$ cat config.mk
export PLATFORM = sky130hd
export DESIGN_NAME = segment_7_flat
export DESIGN_NICKNAME = d
export VERILOG_FILES = /design/src/rtl/seg7_pkg.sv /design/src/rtl/segment_7_if.sv /design/src/rtl/seg7_lut.sv /design/src/rtl/segment_7.sv /design/src/flat_wrapper.sv
export SDC_FILE = /design/constraint.sdc
export NUM_CORES = 1
export LEC_CHECK = 0
export CORE_AREA = 2 2 39 41
export CTS_CLUSTER_DIAMETER = 50
export DETAILED_ROUTE_END_ITERATION = 16
export DIE_AREA = 0 0 41 43
export GPL_TIMING_DRIVEN = 1
export PLACE_DENSITY_LB_ADDON = 0.05
export SYNTH_ARGS = -nofsm -noshare
export SYNTH_HDL_FRONTEND = slang
export SYNTH_SLANG_ARGS = --single-unit
export TNS_END_PERCENT = 1
$ cat constraint.sdc
create_clock -name clk -period 0.8 [get_ports clk]
set_clock_uncertainty 0.2 [all_clocks]
set_input_delay 0.08 -clock clk [delete_from_list [all_inputs] [get_ports clk]]
set_output_delay 0.08 -clock clk [all_outputs]
set_load 0.01 [all_outputs]
$ cat src/rtl/seg7_pkg.sv
// Shared digit patterns and encode function for the 7-segment decoder.
// Patterns are active-high, bit order {a,b,c,d,e,f,g}.
package seg7_pkg;

  localparam int SEG_W = 7;

  typedef logic [SEG_W-1:0] seg_t;

  localparam seg_t SEG_OFF = 7'b0000000;
  localparam seg_t SEG_ALL = 7'b1111111;

  localparam seg_t P0 = 7'b1111110;
  localparam seg_t P1 = 7'b0110000;
  localparam seg_t P2 = 7'b1101101;
  localparam seg_t P3 = 7'b1111001;
  localparam seg_t P4 = 7'b0110011;
  localparam seg_t P5 = 7'b1011011;
  localparam seg_t P6 = 7'b1011111;
  localparam seg_t P7 = 7'b1110000;
  localparam seg_t P8 = 7'b1111111;
  localparam seg_t P9 = 7'b1111011;
  localparam seg_t PA = 7'b1110111;
  localparam seg_t PB = 7'b0011111;
  localparam seg_t PC = 7'b1001110;
  localparam seg_t PD = 7'b0111101;
  localparam seg_t PE = 7'b1001111;
  localparam seg_t PF = 7'b1000111;

  function automatic seg_t seg7_encode(
    input logic [3:0] bcd,
    input logic       hex_en
  );
    seg_t p;
    p = SEG_OFF;
    case (bcd)
      4'd0:  p = P0;
      4'd1:  p = P1;
      4'd2:  p = P2;
      4'd3:  p = P3;
      4'd4:  p = P4;
      4'd5:  p = P5;
      4'd6:  p = P6;
      4'd7:  p = P7;
      4'd8:  p = P8;
      4'd9:  p = P9;
      4'd10: p = hex_en ? PA : SEG_OFF;
      4'd11: p = hex_en ? PB : SEG_OFF;
      4'd12: p = hex_en ? PC : SEG_OFF;
      4'd13: p = hex_en ? PD : SEG_OFF;
      4'd14: p = hex_en ? PE : SEG_OFF;
      default: p = hex_en ? PF : SEG_OFF;
    endcase
    return p;
  endfunction

endpackage

$ cat src/rtl/segment_7_if.sv
// Digit-value bundle from upstream logic and segment drive back out.
// master = digit source, slave = decoder.
interface segment_7_if;
  import seg7_pkg::*;

  logic [3:0] bcd;
  logic       lamp_test;
  logic       blank;
  logic       rbi;
  seg_t       seg;
  logic       rbo;

  modport master (
    output bcd, lamp_test, blank, rbi,
    input  seg, rbo
  );

  modport slave (
    input  bcd, lamp_test, blank, rbi,
    output seg, rbo
  );

endinterface

$ cat src/rtl/seg7_lut.sv
// Combinational 4-bit code to active-high segment pattern lookup.
// HEX_EN selects A-F glyphs or blanking for codes 10-15.
module seg7_lut
  import seg7_pkg::*;
#(
  parameter bit HEX_EN = 1'b0
) (
  input  logic [3:0] bcd,
  output seg_t       pat
);

  assign pat = seg7_encode(bcd, HEX_EN);

endmodule

$ cat src/rtl/segment_7.sv
// Registered 7-segment digit decoder with lamp test, blanking
// and 7447-style ripple blanking.
module segment_7
  import seg7_pkg::*;
#(
  parameter bit ACTIVE_LOW = 1'b0,
  parameter bit HEX_EN     = 1'b0
) (
  input  logic         clk,
  input  logic         rst_n,
  segment_7_if.slave   bus
);

  localparam seg_t SEG_RST = ACTIVE_LOW ? ~SEG_OFF : SEG_OFF;

  seg_t pat;
  seg_t raw_next;
  seg_t seg_next;
  logic rbo_next;
  logic zero_sup;

  seg7_lut #(
    .HEX_EN (HEX_EN)
  ) u_lut (
    .bcd (bus.bcd),
    .pat (pat)
  );

  assign zero_sup = bus.rbi && (bus.bcd == 4'd0);

  // Overlapping controls resolve by priority, lamp test first.
  always_comb begin
    raw_next = pat;
    rbo_next = 1'b0;
    priority case (1'b1)
      bus.lamp_test: raw_next = SEG_ALL;
      bus.blank:     raw_next = SEG_OFF;
      zero_sup: begin
        raw_next = SEG_OFF;
        rbo_next = 1'b1;
      end
      default:       raw_next = pat;
    endcase
    seg_next = ACTIVE_LOW ? ~raw_next : raw_next;
  end

  always_ff @(posedge clk or negedge rst_n) begin
    if (!rst_n) begin
      bus.seg <= SEG_RST;
      bus.rbo <= 1'b0;
    end else begin
      bus.seg <= seg_next;
      bus.rbo <= rbo_next;
    end
  end

endmodule

$ cat src/flat_wrapper.sv
// flat-port wrapper written by rule: the top's interface ports become plain ports
module segment_7_flat import seg7_pkg::*;
#(
  parameter bit ACTIVE_LOW = 1'b0,
  parameter bit HEX_EN     = 1'b0
)
  (clk, rst_n, bus_bcd, bus_lamp_test, bus_blank, bus_rbi, bus_seg, bus_rbo);
  segment_7_if bus_i ();
  input  logic clk;
  input  logic rst_n;
  input wire logic [$bits(bus_i.bcd)-1:0] bus_bcd;
  input wire logic [$bits(bus_i.lamp_test)-1:0] bus_lamp_test;
  input wire logic [$bits(bus_i.blank)-1:0] bus_blank;
  input wire logic [$bits(bus_i.rbi)-1:0] bus_rbi;
  output wire logic [$bits(bus_i.seg)-1:0] bus_seg;
  output wire logic [$bits(bus_i.rbo)-1:0] bus_rbo;
  assign bus_i.bcd = bus_bcd;
  assign bus_i.lamp_test = bus_lamp_test;
  assign bus_i.blank = bus_blank;
  assign bus_i.rbi = bus_rbi;
  assign bus_seg = bus_i.seg;
  assign bus_rbo = bus_i.rbo;
  segment_7 #(.ACTIVE_LOW(ACTIVE_LOW), .HEX_EN(HEX_EN)) u_core (.clk(clk), .rst_n(rst_n), .bus(bus_i));
endmodule
# ---- Word-level counts from Yosys, hierarchy flattened
# Memories as Yosys holds them, arrays and structs flattened.
# Cells that the tools add are included.
dict set report classes {
  reduce_logical 2
  muxes 6
}
# operator n
set ops {}
lappend ops {{2-to-1 mux 7 bit} 3}
lappend ops {{logical NOT 4 bit} 1}
lappend ops {{2-to-1 mux 1 bit} 3}
lappend ops {{logical AND 1 bit} 1}
dict set report word_totals {
  mem_count 1
  rom_bits 112
  out_inout_bits 8
  ff_bits 8
  in_bits 9
}
# memory words word_bits rd rd_ports_with_merged_regs write_ports line
set mem_list {}
lappend mem_list {{(name not given)} 16 7 1 0 0 seg7_pkg.sv:35} ;# case (bcd)

# ---- Depth between registers and ports, before layout
# Gate-level depths: netlist (run 1).
dict set report logic_depth {
  word_depth 5
  depth_mapped 5
  ltp_nobuf 5
}

# ---- By module
# Synthesis (run 1) repeated with hierarchy kept, for this count alone.
dict set report hier_totals {
  cells_unflattened 54
  area_unflattened_um2 571.8
}
# module cells_per_inst n_inst area_per_inst_um2 seq_area_each_um2
set modules_own_cells {}
lappend modules_own_cells {segment_7 26 1 352.8 200.2}
lappend modules_own_cells {seg7_lut 28 1 219.0 0.0}

# ---- Worst setup path after synthesis (run 1)
# Ideal clock, no wire load.
dict set report synth_path {
  path_kind {input to register}
  startpoint {input port bus_bcd[0]}
  endpoint {register u_core.bus.seg[5]}
  setup_slack_ns -0.408
  cell_stages 5
  required_ns 0.536
  arrival_time_ns 0.944
  cell_sequence {inv_1 -> ha_1 -> and2b_1 -> a311oi_2 -> a21o_1}
}
dict set report synth_between {
  elab_chain_len 5
  word_cells_on_any_way 6
}
# item line
set synth_lines {}
lappend synth_lines {{start: declaration} flat_wrapper.sv:11} ;# input wire logic [$bits(bus_i.bcd)-1:0] bus_bcd;
lappend synth_lines {{parallel branches: the longest is 2 deep, another holds memory (16 x 7 bit)} -}
lappend synth_lines {{2-to-1 mux 7 bit * (3 in series)} segment_7.sv:35} ;# priority case (1'b1)
lappend synth_lines {{via u_core.raw_next[5]} segment_7.sv:17} ;# seg_t raw_next;
lappend synth_lines {{end signal: assignment} segment_7.sv:52} ;# bus.seg <= seg_next;
lappend synth_lines {{end: declaration} segment_7_if.sv:20} ;# output seg, rbo
# Mark *: on every way through the listed nets, which the timed path passes.

# ---- Worst setup path in the final report (run 1)
dict set report layout_path {
  startpoint {input port bus_bcd[1]}
  endpoint {register u_core.bus.seg[5]}
}
# The elaborated chain is that of the path after synthesis.

==> flow_summary.ini, run 1 <==
[status]
outcome = complete, but fails checks
violations = hold timing, setup timing

[synth]
synth_top_cells_by_count = dfrtp_1, ha_1, a21oi_1
netlist_area_um2 = 470.5
ys_seq_area_share_pct = 42.55
netlist_top_cells_area = dfrtp_1, ha_1, a21oi_1
synth_cell_types = 23
syn_nets = 59
async_reset_ff_share_pct = 100.0
synth_edf_count = 0
synth_area_per_cell_um2 = 10.45
netlist_instances = 45
ys_ff_latch = 8
synth_top_area_share_pct = 42.55
synth_most_common_cell = dfrtp_1
synth_ff_type = dfrtp_1
yosysWarnings = 0
yosys.area.top_type = dfrtp_1

[finish]
fillers = 148
nets = 94
area_growth_pct = 69.68
diodes = 0
drive_gt1_share_pct = 52.56
finish.utilization_pct = 57.69

[power_and_ir_drop]
power_mw = 1.022
p_int_mw = 0.7639
switchingPower_mw = 0.2583
sw_frac_of_total_pct = 25.27
seqPwrFrac_pct = 43.0
power_density_nw_per_um2 = 1281
clockPowerShare_pct = 28.0
p_leak_nw = 0.3806
irDropWorstVdd_mv = 0.4949
power_frac_comb_pct = 29.0

[grt]
grt_antenna_before_repair = 0
track_usage_pct = 13.57
grt_pass1_wl_mm = 1.628
grt_max_degree = 8
grt_pass1_vias = 444
grt.overflow.total = 0

[clock_network]
cts_root_buf = clkbuf_4
numCtsBuffers = 3
cts.path.max_buffers = 2
cts.sink_count = 8
clkTransAtPathRegs_ps = 50
post-cts-setup-buffer-count = 0
cts_tree = built
cts_max_level = 1

[critical_path]
crit_type = input pin to flip-flop
startpoint_type = input pin
cp_max_fo = 4
arrival_ps = 1050
end_kind = flip-flop
crit_required_ps = 780

[placed_design]
place_ws_ps = -992.8
dpl.hpwl_um = 822.4
io_buffer_count = 16
routabilityCongestion = 0.7501

[floorplanning]
die_area_um2 = 1763
num_io_pins = 17
start_util_pct = 34.00
die_w_um = 41
die_h_um = 43
rows = 14
fp.coreArea_um2 = 1384

[routing]
drc = 0
drt_first_pass_iters = 3
ant_nets = 0
wl_per_cell_um = 10.56
drt_iter0_drc = 8
num_vias = 438
drt-total-wl_um = 993
avgViaCountPerCell = 4.660

[timing]
rsz0062_at_grt = true
relSlewSlack_pct = 83.93
hold_violations = 8
maxSlewViolCount = 0
worst_slack_ps = -271.8
max_freq_mhz = 933.0
holdWs_ps = -75.81
worstMarginPinSlew_ps = 241.1
layout_min_cycle_time_ps = 1072
finalCritPeriodShare_pct = 134.0
setup_viol = 16

[job]
maxCapViolations = 0

[hold_path]
hold_class = input pin to asynchronous set/reset pin
timing repair:
item                                    CTS  global route
resized for setup                        54             5
gates cloned                              0             0
pin swaps                                 5             3
endpoints found under the setup margin   16            16
endpoints found under the hold margin     8             8
registers in the layout, summed over array words and instances (netlist names):
register	cells
u_core.bus.rbo	1
u_core.bus.seg	7
logic make-up (layout without fill, tap and decap cells):
group           after synthesis  after routing  share of synthesized area, %
simple gates                 14             14                         17.29
flops                         8              8                         42.55
compound gates               14             14                         22.07
fa+ha+maj                     5              5                         13.30
buf+inv                       4             37                         4.787
cell type report:
| cell class | count | area, um^2 | area share [%] |
|---|---|---|---|
| well taps | 16 | 20.02 | 2.508 |
| clock buffers | 3 | 22.52 | 2.821 |
| flip-flops and latches | 8 | 200.2 | 25.08 |
| repair buffers | 31 | 231.5 | 29.00 |
| inverters | 3 | 31.28 | 3.918 |
| multi-input cells | 33 | 292.8 | 36.68 |
through the flow:
stage	hold slack (ps)	TNS, ps	cells	area [um^2]
2_1_floorplan	-415.6	-1483	45	503.0
3_3_place_gp	178.8	-9691	91	784.5
3_5_place_dp	179.6	-9762	91	784.5
4_1_cts	-80.06	-3272	94	779.5
5_1_grt	-84.97	-3816	94	798.3
6_report	-75.81	-3211	94	798.3
power groups by stage:
stage / sequential, mW / clock, mW / combinational (mW)
6_report: 0.440 / 0.286 / 0.296
3_5_place_dp: 0.448 / 0 / 0.315
5_1_grt: 0.443 / 0.332 / 0.328
2_1_floorplan: 0.465 / 0 / 0.102
3_3_place_gp: 0.447 / 0 / 0.315
4_1_cts: 0.440 / 0.306 / 0.290
cell usage in the layout (no fill, tap or decap), types with 2 or more instances in the layout:
cell type,n
nand2b_1,3
nand2_1,2
buf_4,14
a21o_1,2
nor2_2,2
dfrtp_1,8
a21oi_1,3
buf_6,2
buf_2,8
ha_1,4
clkbuf_4,4
dlygate4sd2_1,4
worst max-delay path by stage:
stage | start | to | cells after the start
detailed placement | bus_bcd[0] | u_core.bus.seg[4] | 6
CTS | bus_bcd[1] | u_core.bus.seg[5] | 7
global placement | bus_bcd[0] | u_core.bus.seg[4] | 6
finish | bus_bcd[1] | u_core.bus.seg[5] | 7
floorplan | bus_bcd[1] | u_core.bus.seg[4] | 5
global route | bus_bcd[1] | u_core.bus.seg[5] | 7
worst max-delay path, cell delays in order:
cell,delay [ps]
buf_6,70
buf_6,120
inv_12,30
ha_4,140
and2b_2,220
a311oi_2,240
a21o_1,160
per-layer routing:
metal  vias up  part of all wire [%]  track usage [%]  wire length [um]
li1        224                     -                -                 -
met5         -                     0                0                 0
met4         0                     0            6.000                 0
met1       201                    34            10.65               337
met2        13                    58            27.19               577
met3         0                   7.9            3.141                78
Power figures use the tool's default switching activity.
==> inputs of run 2 (changes only) <==
==> constraint.sdc (replaced) <==
create_clock -name clk -period 0.8 [get_ports clk]
set_clock_uncertainty 0.2 [all_clocks]
set_input_delay 0.16 -clock clk [delete_from_list [all_inputs] [get_ports clk]]
set_output_delay 0.16 -clock clk [all_outputs]
set_load 0.01 [all_outputs]
==> flow_summary.ini, run 2 (synthesized netlist as in run 1, its figures left out) <==
[critical_path]
crit_family = compound AO/OA/AOI/OAI gates
cp_max_fo = 4
crit_type = input pin to flip-flop
crit_required_ps = 780
crit_chain = buf_6 -> buf_6 -> inv_12 -> ha_4 -> and2b_2 -> a311oi_2 -> a21o_1
crit_top_cell = buf_6
startpoint_type = input pin
worst_path_largest_cell_delay_ps = 230
end_kind = flip-flop
arrival_ps = 1110
path_buf_inv = 3
cpMaxStageDelayCell = a311oi_2

[finish]
diodes = 0
final_area_um2 = 802.0
area_growth_pct = 70.48
final_cells = 94
regMostFlops = u_core.bus.seg
drive_gt1_share_pct = 52.56
largest_reg_flops = 7
top_regs = u_core.bus.seg x7, u_core.bus.rbo x1
final_common_cell = buf_4
final_cell_mix = buf_4, buf_2, dfrtp_1
fillers = 150
finish.utilization_pct = 57.96
nets = 94

[timing]
layout_min_cycle_time_ps = 1132
finalCritPeriodShare_pct = 141.5
max_freq_mhz = 883.4
rsz0062_at_grt = true
setup_viol = 16
maxSlewViolCount = 0
worstMarginPinSlew_ps = 259.1
relSlewSlack_pct = 82.67
hold_violations = 0
worst_slack_ps = -332.0

[clock_network]
cts_tree = built
numCtsBuffers = 3
hold_buffers = 0
cts.sink_count = 8
cts_root_buf = clkbuf_4
cts.path.max_buffers = 2
clkTransAtPathRegs_ps = 50
cts_max_level = 1

[power_and_ir_drop]
power_frac_comb_pct = 29.5
p_int_mw = 0.7693
p_leak_nw = 0.3804
seqPwrFrac_pct = 42.8
power_density_nw_per_um2 = 1282
switchingPower_mw = 0.2590
sw_frac_of_total_pct = 25.19
irDropWorstVdd_mv = 0.4616
clockPowerShare_pct = 27.7

[floorplanning]
fp.coreArea_um2 = 1384
num_io_pins = 17
rows = 14
die_area_um2 = 1763
die_w_um = 41
start_util_pct = 34.00
die_h_um = 43

[grt]
met2_usage_pct = 24.69
grt_max_degree = 8
grtUsageMet3_pct = 1.571
grt.overflow.total = 0
gr-max-usage-layer = met2
grt_pass1_vias = 433
grt_pass1_wl_mm = 1.683
track_usage_pct = 13.77
met1_usage_pct = 13.87
grt_antenna_before_repair = 0

[routing]
num_vias = 433
drt_iter0_drc = 1
drc = 0
drt_first_pass_iters = 2
avgViaCountPerCell = 4.606
wl_per_cell_um = 10.35
drt-total-wl_um = 973
ant_nets = 0

[hold_path]
hold_class = input pin to asynchronous set/reset pin

[placed_design]
dpl.hpwl_um = 849.8
io_buffer_count = 16
place_ws_ps = -1076
post_dp_cell_area_um2 = 784.5
dp.cells = 91
routabilityCongestion = 0.7671

[status]
outcome = complete, but fails checks
violations = setup timing

[job]
maxCapViolations = 0
[run 2: final timing paths]
check | from | end | slack, ps | cells after the start
max in group asynchronous | rst_n | u_core.bus.seg[1] | 300 | 2
worst max-delay path | bus_bcd[1] | u_core.bus.seg[5] | -330 | 7
min in group clk | bus_blank | u_core.bus.rbo | 120 | 2
worst min-delay path | rst_n | u_core.bus.rbo | 6 | 2
[run 2: timing repair]
action,CTS,global route
gates resized for setup,57,2
buffers inserted,0,0
setup endpoints to repair,16,16
cloned,0,0
pin swaps,8,2
[run 2: metal layers]
layer | wire [um] | part of all wire [%] | up-vias
met5 | 0 | 0 | -
met4 | 0 | 0 | 0
met3 | 62 | 6.4 | 0
met2 | 562 | 58 | 13
met1 | 348 | 36 | 197
li1 | - | - | 223
[run 2: power groups by stage]
| stage | logic, mW | registers, mW | clock network [mW] |
|---|---|---|---|
| after detailed placement | 0.316 | 0.449 | 0 |
| final | 0.304 | 0.440 | 0.285 |
| after CTS | 0.305 | 0.441 | 0.295 |
| after floorplan | 0.102 | 0.465 | 0 |
| after global routing | 0.338 | 0.442 | 0.317 |
| after global placement | 0.315 | 0.447 | 0 |
[run 2: metrics by stage]
stage | setup TNS, ps | hold WS, ps | power, mW
floorplan | -2103 | -335.6 | 0.5671
global placement | -10970 | 259.2 | 0.7616
detailed placement | -11050 | 259.7 | 0.7650
CTS | -4526 | 9.693 | 1.041
global route | -5032 | 16.29 | 1.098
finish | -4442 | 6.499 | 1.028
[run 2: area by class of cell]
type                            instances  area (um^2)  area share [%]
Tap cell                               16        20.02           2.496
Inverter                                3        31.28           3.900
Timing Repair Buffer                   31        231.5           28.86
Clock buffer                            3        22.52           2.808
Multi-Input combinational cell         33        296.5           36.97
Sequential cell                         8        200.2           24.96
